[config.mk]
export PLATFORM = sky130hd
export DESIGN_NAME = full_adder_cell
export DESIGN_NICKNAME = d
export VERILOG_FILES = /design/src/rtl/adder_pkg.sv /design/src/rtl/full_adder_bit.sv /design/src/rtl/full_adder_cell.sv
export SDC_FILE = /design/constraint.sdc
export NUM_CORES = 1
export LEC_CHECK = 0
export CAP_MARGIN = 0
export CELL_PAD_IN_SITES_DETAIL_PLACEMENT = 0
export CELL_PAD_IN_SITES_GLOBAL_PLACEMENT = 1
export CORE_AREA = 2 2 39 41
export CTS_CLUSTER_SIZE = 14
export DETAILED_ROUTE_END_ITERATION = 6
export DIE_AREA = 0 0 41 43
export PLACE_DENSITY = 0.4
export SETUP_SLACK_MARGIN = 0.05
export SLEW_MARGIN = 0
export SYNTH_ARGS = -nofsm -noshare
export SYNTH_HDL_FRONTEND = slang
export SYNTH_SLANG_ARGS = --single-unit
[constraint.sdc]
create_clock -name clk -period 1 [get_ports clk]
set_input_delay 0.25 -clock clk [delete_from_list [all_inputs] [get_ports clk]]
set_output_delay 0.25 -clock clk [all_outputs]
set_load 0.01 [all_outputs]
[src/rtl/adder_pkg.sv]
`default_nettype none
// ============================================================================
//  Module      : adder_pkg
//  Description : Shared adder constants and the reference {cout,sum} model.
//  Revision    : 1.0 - initial release
// ============================================================================
package adder_pkg;

   localparam int DEFAULT_ADDER_WIDTH = 1;
   localparam int MAX_ADDER_WIDTH     = 64;

   // Result bits [width-1:0] hold the sum and bit [width] the carry out.
   function automatic logic [MAX_ADDER_WIDTH:0] adder_ref(
      input logic [MAX_ADDER_WIDTH-1:0] a,
      input logic [MAX_ADDER_WIDTH-1:0] b,
      input logic                       cin,
      input int unsigned                width
   );
      logic [MAX_ADDER_WIDTH:0] mask;
      logic [MAX_ADDER_WIDTH:0] full;
      mask = (65'd1 << width) - 65'd1;
      full = ({1'b0, a} & mask) + ({1'b0, b} & mask) + {64'd0, cin};
      return full & ((mask << 1) | 65'd1);
   endfunction

endpackage : adder_pkg
`default_nettype wire

[src/rtl/full_adder_bit.sv]
`default_nettype none
// ============================================================================
//  Module      : full_adder_bit
//  Description : Combinational 1-bit full adder cell.
//  Revision    : 1.0 - initial release
// ============================================================================
module full_adder_bit (
   input  logic a_i,
   input  logic b_i,
   input  logic cin_i,
   output logic sum_o,
   output logic cout_o
);

   logic w_prop;

   assign w_prop = a_i ^ b_i;
   assign sum_o  = w_prop ^ cin_i;
   assign cout_o = (a_i & b_i) | (cin_i & w_prop);

endmodule : full_adder_bit
`default_nettype wire

[src/rtl/full_adder_cell.sv]
`default_nettype none
// ============================================================================
//  Module      : full_adder_cell
//  Description : Registered WIDTH-bit ripple-carry adder, one-cycle latency.
//  Revision    : 1.0 - initial release
// ============================================================================
module full_adder_cell
   import adder_pkg::*;
#(
   parameter int WIDTH = DEFAULT_ADDER_WIDTH
) (
   input  logic             clk,
   input  logic             rst,
   input  logic             in_valid,
   input  logic [WIDTH-1:0] a,
   input  logic [WIDTH-1:0] b,
   input  logic             cin,
   output logic [WIDTH-1:0] sum,
   output logic             cout,
   output logic             out_valid
);

   logic [WIDTH:0]   w_carry;
   logic [WIDTH-1:0] w_sum;

   logic [WIDTH-1:0] sum_d,   sum_q;
   logic             cout_d,  cout_q;
   logic             valid_d, valid_q;

   assign w_carry[0] = cin;

   for (genvar gi = 0; gi < WIDTH; gi++) begin : g_bit
      full_adder_bit u_bit (
         .a_i    (a[gi]),
         .b_i    (b[gi]),
         .cin_i  (w_carry[gi]),
         .sum_o  (w_sum[gi]),
         .cout_o (w_carry[gi+1])
      );
   end

   // Idle cycles hold the last result so unqualified inputs never reach the outputs.
   always_comb begin
      sum_d   = sum_q;
      cout_d  = cout_q;
      valid_d = 1'b0;
      if (in_valid) begin
         sum_d   = w_sum;
         cout_d  = w_carry[WIDTH];
         valid_d = 1'b1;
      end
   end

   always_ff @(posedge clk) begin
      if (rst) begin
         sum_q   <= '0;
         cout_q  <= 1'b0;
         valid_q <= 1'b0;
      end else begin
         sum_q   <= sum_d;
         cout_q  <= cout_d;
         valid_q <= valid_d;
      end
   end

   assign sum       = sum_q;
   assign cout      = cout_q;
   assign out_valid = valid_q;

endmodule : full_adder_cell
`default_nettype wire

Word-level counts from Yosys, hierarchy flattened
Index checks and enable logic that the tools add are counted.
{"block": "word_totals", "reg_bits": 3, "in_bits": 6, "out_inout_bits": 3, "wordCells": 9}
{"block": "op_classes", "muxes": 1, "n_bitwise": 5}
{"operator": "bitwise AND 1 bit", "count": 2}
{"operator": "XOR 1 bit", "count": 2}
{"operator": "two-way mux 1 bit", "count": 1}
{"operator": "bitwise OR 1 bit", "count": 1}

Depth between registers and ports, before layout
Gate-level depths: netlist (run 1).
{"block": "logic_depth", "depth_word": 3, "mapped_depth": 3}

By module
From an unflattened synthesis (run 1), not the netlist that was laid out.
{"block": "hier_totals", "hier_cells": 9, "area_unflattened_um2": 113.9}
{"mod": "full_adder_cell", "n_inst": 1, "cells_per_inst": 8, "area_each_um2": 93.8, "seq_area_each_um2": 60.1}
{"mod": "full_adder_bit", "n_inst": 1, "cells_per_inst": 1, "area_each_um2": 20.0, "seq_area_each_um2": 0.0}

Least setup slack after synthesis (run 1)
No wires, ideal clock.
{"block": "synth_path", "path_type": "in2reg", "from": "input port a", "to": "register sum_q, in the netlist sum", "arrival_time_ns": 0.871, "required_ns": 0.886, "slack_ns": 0.015, "stages": 3, "n_path_buf": 0, "cell_sequence": "fa_1 mux2i_1 nor2_1"}
{"block": "synth_between", "elab_chain_len": 2}
{"item": "start: declaration", "line_no": "full_adder_cell.sv:15", "rtl": "input logic [WIDTH-1:0] a,"}
{"item": "XOR 1 bit", "line_no": "full_adder_bit.sv:17", "rtl": "assign w_prop = a_i ^ b_i;"}
{"item": "XOR 1 bit", "line_no": "full_adder_bit.sv:18", "rtl": "assign sum_o = w_prop ^ cin_i;"}
{"item": "end signal: assignment", "line_no": "full_adder_cell.sv:60", "rtl": "sum_q <= sum_d;"}
{"item": "end: declaration", "line_no": "full_adder_cell.sv:26", "rtl": "logic [WIDTH-1:0] sum_d, sum_q;"}
No other way between the ends.
A chain may end at the register's enable or synchronous reset.

Worst setup path in the final report (run 1)
{"block": "layout_path", "from": "register cout_q, in the netlist cout", "to": "output port cout"}
{"item": "start: declaration", "line_no": "full_adder_cell.sv:27", "rtl": "logic cout_d, cout_q;"}
{"item": "start signal: assignment", "line_no": "full_adder_cell.sv:61", "rtl": "cout_q <= cout_d;"}
{"item": "end: declaration", "line_no": "full_adder_cell.sv:19", "rtl": "output logic cout,"}
No word-level cell between the ends.

==> results.ini, run 1 <==
[synthesis]
synth_area_leaders=dfxtp_1, fa_1, mux2i_1
syn_nets=16
netlist_area_sq_um=114
synth_common_cells=dfxtp_1, mux2i_1, nor2_1
async_flop_share_pct=0
avgSynthCellArea_sq_um=12.7
yosys_warnings=0
synthFlopType=dfxtp_1
synth_edf_count=0
synth-seq-area-share_pct=52.7
synthDistinctLibCells=5
ys_seq_elements=3
synth_area_leader_cell=dfxtp_1
syn-instance-count=9
synth_top_area_share_pct=52.7
post-synth-top-count-cell=dfxtp_1

[global_route]
track_usage_pct=4.52
grt_pass1_wl_um=407
grt_max_degree=4
antenna_found_initial=0
grt_pass1_vias=100
grt_overflow_total=0

[timing]
slew_viol_final=0
worstMarginPinSlew_ns=0.116
clock_skew_ns=0
layout_setup_ws_ns=0.0798
setup_viol=0
rsz0062_at_grt=true
fin_crit_sh_pct=92.0
hold_viol_final=0
fmax_mhz=1090
max_slew_margin_pct=92.1
post-route-min-period_ns=0.920

[drt]
drt_first_pass_iters=2
num_vias=99
first_iter_violations=2
routedWlPerCell_um=7.49
wl_um=277
ant_nets=0
post-route-drc-count=0
via_per_inst=2.68

[run]
cap_violations=0

[floorplanning]
io-pin-count=9
rows=14
core_sq_um=1380
die_area_sq_um=1760
die_w_um=41
fp.dieH_um=43
start_util_pct=8.23

[critical_path]
crit_fanout=2
cp_slowest_stage_delay_ns=0.31
slowest_stage=dfxtp_2
cp_data_required_time_ns=0.75
crit_chain=buf_2
worstSetupPathType=reg -> out
crit_buf_inv=1
cp.arrival_ns=0.67
crit_path_end_kind=primary output
critPathTopFamily=flip-flops
startpoint_type=register

[clock_network]
h-tree-depth=1
cts_hold_buf=0
cts_buffers=3
clock_latency_ns=0.23
cts_root_buffer=clkbuf_4
ctsLongestPathBuffers=2
clock-sinks=3
path_clk_slew_ns=0.04
cts_tree=yes

[power]
vdd_ir_drop_max_uv=351
leakage_nw=0.101
power.density_nw_per_um2=1810

[status]
run_status=complete, no violations

[place]
port_buffers=8
pre_cts_ws_ns=-0.475
gp_congestion=0.566
place_area_sq_um=214

[cells_and_area]
drive_gt1_share_pct=52.4
syn2layout_area_growth_pct=92.3
nets=29
fin_area_sq_um=219
antennaDiodeCount=0

[min_path]
worstHoldPathType=in -> reg

registers in the layout, indices dropped and copies added, names as in the netlist:
name       cells
out_valid      1
sum            1
cout           1
through the flow:
stage | setup TNS, ns | total power [W] | cells | utilization [%] | hold slack [ns]
final | 0 | 0.000397 | 37 | 15.8 | 0.431
after global routing | 0 | 0.000426 | 37 | 15.8 | 0.460
after CTS | 0 | 0.000406 | 37 | 15.6 | 0.457
after detailed placement | -1.17 | 0.000198 | 33 | 15.5 | 0.505
after global placement | -1.11 | 0.000197 | 33 | 15.5 | 0.483
after floorplan | 0 | 0.000153 | 9 | - | 0.322
routing by layer:
layer  vias to the layer above  GRT usage [%]  wire (um)
met1                        38           4.50        133
met4                         0           4.00          0
met2                         9           3.13         80
li1                         52              -          -
met3                         0           7.85         63
met5                         -              0          0
worst min-delay path: cells and delay by family:
kind / cells / cell delay [ns]
adders and majority gates: 1 / 0.15
and+or+nand+nor: 1 / 0.08
muxes: 1 / 0.06
buffers and inverters: 1 / 0.09
final cells by class:
class	instances	area (sq um)
fill	155	1160
tap	16	20.0
sequential	3	62.6
multi-input combinational	6	53.8
timing repair buffer	8	56.3
clock buffer	4	26.3
cells by family after synthesis:
family | after synthesis | synth area share [%]
adders and majority gates | 1 | 17.6
and+or+nand+nor | 3 | 12.1
muxes | 2 | 17.6
DFF | 3 | 52.7
final timing paths:
path / start / end / slack [ns] / cells past startpoint
worst min register to register: cout / cout / 0.49 / 2
worst max-delay path: cout / cout / 0.08 / 1
worst min-delay path: cin / sum / 0.43 / 4
worst max register to register: sum / sum / 0.41 / 2
power breakdown:
group | internal [W] | leakage (nW) | total [W] | switching (W)
Combinational | 0.0000311 | 0.0607 | 0.0000516 | 0.0000205
Clock | 0.000149 | 0.0150 | 0.000210 | 0.0000608
Sequential | 0.000131 | 0.0256 | 0.000135 | 0.00000471
what timing repair did:
item	in CTS	in global routing
buffers inserted	0	0
gates resized for setup	22	4
pin swaps	2	2
endpoints found under the setup margin	5	3
placed cells by master (no fill, tap or decap), types with 2 or more instances in the layout:
| master | n |
|---|---|
| mux2i_1 | 2 |
| dfxtp_2 | 2 |
| buf_2 | 4 |
| nor2_1 | 2 |
| clkbuf_4 | 3 |
| clkdlybuf4s50_1 | 2 |
Power figures use the tool's default switching activity.
==> run 2, diff against run 1 <==
--- a/config.mk
+++ b/config.mk
@@ -5,7 +5,7 @@
 export SDC_FILE = /design/constraint.sdc
 export NUM_CORES = 1
 export LEC_CHECK = 0
-export CAP_MARGIN = 0
+export CAP_MARGIN = 5
 export CELL_PAD_IN_SITES_DETAIL_PLACEMENT = 0
 export CELL_PAD_IN_SITES_GLOBAL_PLACEMENT = 1
 export CORE_AREA = 2 2 39 41
==> results of run 2 <==
The final DEF is identical to that of run 1; final timing and power are the same.
==> run 3, diff against run 2 <==
--- a/config.mk
+++ b/config.mk
@@ -5,14 +5,15 @@
 export SDC_FILE = /design/constraint.sdc
 export NUM_CORES = 1
 export LEC_CHECK = 0
+export ABC_AREA = 1
 export CAP_MARGIN = 5
 export CELL_PAD_IN_SITES_DETAIL_PLACEMENT = 0
 export CELL_PAD_IN_SITES_GLOBAL_PLACEMENT = 1
 export CORE_AREA = 2 2 39 41
-export CTS_CLUSTER_SIZE = 14
+export CTS_CLUSTER_SIZE = 40
 export DETAILED_ROUTE_END_ITERATION = 6
 export DIE_AREA = 0 0 41 43
-export PLACE_DENSITY = 0.4
+export PLACE_DENSITY = 0.43
 export SETUP_SLACK_MARGIN = 0.05
 export SLEW_MARGIN = 0
 export SYNTH_ARGS = -nofsm -noshare
==> run 3 against run 2 <==
  * Power down 0.13%
  * Clock power decreased by 2%
  * Synthesized cell count grew 89%
  * Via count grew 30%
  * Hold slack improved by 0.029 ns
  * Design area increased by 9.1%
  * Maximum frequency rose by 0.37%
  * Highest routed layer unchanged
==> results.ini, run 3 <==
[place]
port_buffers=8  ; unchanged
dpl.cell_count=41  ; +24%
place_area_sq_um=229  ; +7.0%
dpl.hpwl_um=210
pre_cts_ws_ns=-0.515  ; -0.0394 ns
gp_congestion=0.519  ; -8.2%

[global_route]
grt_overflow_total=0  ; unchanged
grt_pass1_vias=111  ; +11%
track_usage_pct=4.21  ; -0.31 points
grt_max_degree=6  ; +2
grt_pass1_wl_um=393  ; -3.4%
antenna_found_initial=0  ; unchanged

[clock_network]
path_clk_slew_ns=0.04  ; about the same
clock_latency_ns=0.23  ; about the same
cts_buffers=3  ; unchanged
h-tree-depth=1  ; unchanged
cts_root_buffer=clkbuf_4
postCtsSetupRepairBufs=0  ; unchanged
cts_tree=yes
ctsLongestPathBuffers=2  ; unchanged
clock-sinks=3  ; unchanged

[floorplanning]
die_area_sq_um=1760  ; unchanged
core_sq_um=1380  ; unchanged
rows=14  ; unchanged
fp.dieH_um=43  ; unchanged
start_util_pct=9.31  ; +1.1 points
io-pin-count=9  ; unchanged
die_w_um=41  ; unchanged

[synthesis]
avgSynthCellArea_sq_um=7.58  ; -40%
synth-seq-area-share_pct=46.6  ; -6.1 points
synth_common_cells=nor2_1, inv_1, nand2_1
ys_seq_elements=3  ; unchanged
synth_area_leader_cell=dfxtp_1
synthFlopType=dfxtp_1
synth_edf_count=0  ; unchanged
syn-instance-count=17  ; +8
synth_area_leaders=dfxtp_1, fa_1, nor2_1
syn_nets=24  ; +8
netlist_area_sq_um=129  ; +13%
yosys_warnings=0  ; unchanged
synth_top_area_share_pct=46.6  ; -6.1 points
post-synth-top-count-cell=nor2_1
async_flop_share_pct=0  ; unchanged
synthDistinctLibCells=5  ; unchanged

[critical_path]
cp_slowest_stage_delay_ns=0.31  ; about the same
slowest_stage=dfxtp_1
cp_data_required_time_ns=0.75  ; about the same
crit_fanout=2  ; unchanged
critPathTopFamily=flip-flops
crit_path_end_kind=primary output
crit_buf_inv=1  ; unchanged
worstSetupPathType=reg -> out
cp.arrival_ns=0.67  ; about the same
startpoint_type=register
crit_chain=buf_2

[run]
cap_violations=0  ; unchanged

[drt]
num_vias=129  ; +30%
ant_nets=0  ; unchanged
routedWlPerCell_um=5.76  ; -23%
first_iter_violations=2  ; unchanged
post-route-drc-count=0  ; unchanged
via_per_inst=2.87  ; +7.1%
wl_um=259  ; -6.5%
drt_first_pass_iters=2  ; unchanged

[timing]
setup_viol=0  ; unchanged
fin_crit_sh_pct=91.7  ; -0.34 points
fmax_mhz=1090  ; +0.37%
slew_viol_final=0  ; unchanged
rsz0062_at_grt=true
post-route-min-period_ns=0.917  ; -0.00342 ns
worstMarginPinSlew_ns=0.164  ; +0.0481 ns
max_slew_margin_pct=89.0  ; -3.0 points
clock_skew_ns=0  ; unchanged
hold_viol_final=0  ; unchanged
layout_setup_ws_ns=0.0833  ; +0.00342 ns

[power]
vdd_ir_drop_max_uv=422  ; +20%
power.density_nw_per_um2=1660  ; -8.5%
leakage_nw=0.128  ; +26%

[cells_and_area]
nets=37  ; +28%
final_cells=45  ; +22%
final_common_cell=nor2_1
syn2layout_area_growth_pct=85.4
drive_gt1_share_pct=34.5  ; -18 points
fin_area_sq_um=239  ; +9.1%
final_cell_mix=nor2_1, inv_1, nand2_1, buf_2, clkbuf_4
antennaDiodeCount=0  ; unchanged

[status]
run_status=complete, no violations

[min_path]
worstHoldPathType=in -> reg

[run 3: cell types whose count changed after synthesis, sizes merged]
cell   previous run  this run
inv               0         4
nand2             0         4
nor2              2         5
mux2i             2         0
nor2b             1         0
[run 3: power by group]
part	switching [W]	total [W]	internal, W
clock network	0.0000572	0.000206	0.000149
logic	0.0000256	0.0000573	0.0000317
registers	0.00000306	0.000133	0.000130
total	0.0000859	0.000396	0.000311
[run 3: layout make-up]
class | instances | area (sq um)
Fill cell | 151 | 1140
Timing Repair Buffer | 8 | 62.6
Sequential cell | 3 | 61.3
Multi-Input combinational cell | 10 | 53.8
Clock buffer | 4 | 26.3
Tap cell | 16 | 20.0
Inverter | 4 | 15.0
[run 3: cell families (layout without fill, tap and decap cells)]
logic type | after synthesis | after routing | synth area share (%)
DFF | 3 | 3 | 46.6
adders and majority gates | 1 | 1 | 15.5
buffers and inverters | 4 | 16 | 11.6
and+or+nand+nor | 9 | 9 | 26.2
[run 3: worst paths after layout]
path / start / slack, ns / end / cells past startpoint
max reg2reg: sum / 0.46 / sum / 2
min reg2reg: cout / 0.47 / cout / 2
min: a / 0.46 / cout / 6
max: sum / 0.08 / sum / 1
[run 3: metal layers]
layer	global-route usage, %	vias up	wire [um]
li1	-	73	-
met1	3.21	52	109
met2	4.38	4	132
met3	3.14	0	17
met4	8.00	0	0
met5	0	-	0
[run 3: repair_timing]
action | 4_1_cts | 5_1_grt
resized for setup | 25 | 2
endpoints found under the setup margin | 5 | 3
pin swaps | 3 | 3
hold buffers | 0 | 0
[run 3: through the flow]
stage               setup TNS, ns  power [W]  utilization [%]  hold WS (ns)
floorplan                -0.00298   0.000159                -         0.321
global placement            -1.17   0.000203             16.5         0.467
detailed placement          -1.19   0.000203             16.5         0.469
CTS                             0   0.000405             16.7         0.472
global route                    0   0.000425             17.3         0.495
finish                          0   0.000396             17.3         0.460
[run 3: worst min-delay path, cell delays in order]
cell and delay (ns):
buf_6 0.07, fa_1 0.14, inv_1 0.03, nand2_1 0.04, nand2_1 0.04, nor2_1 0.07
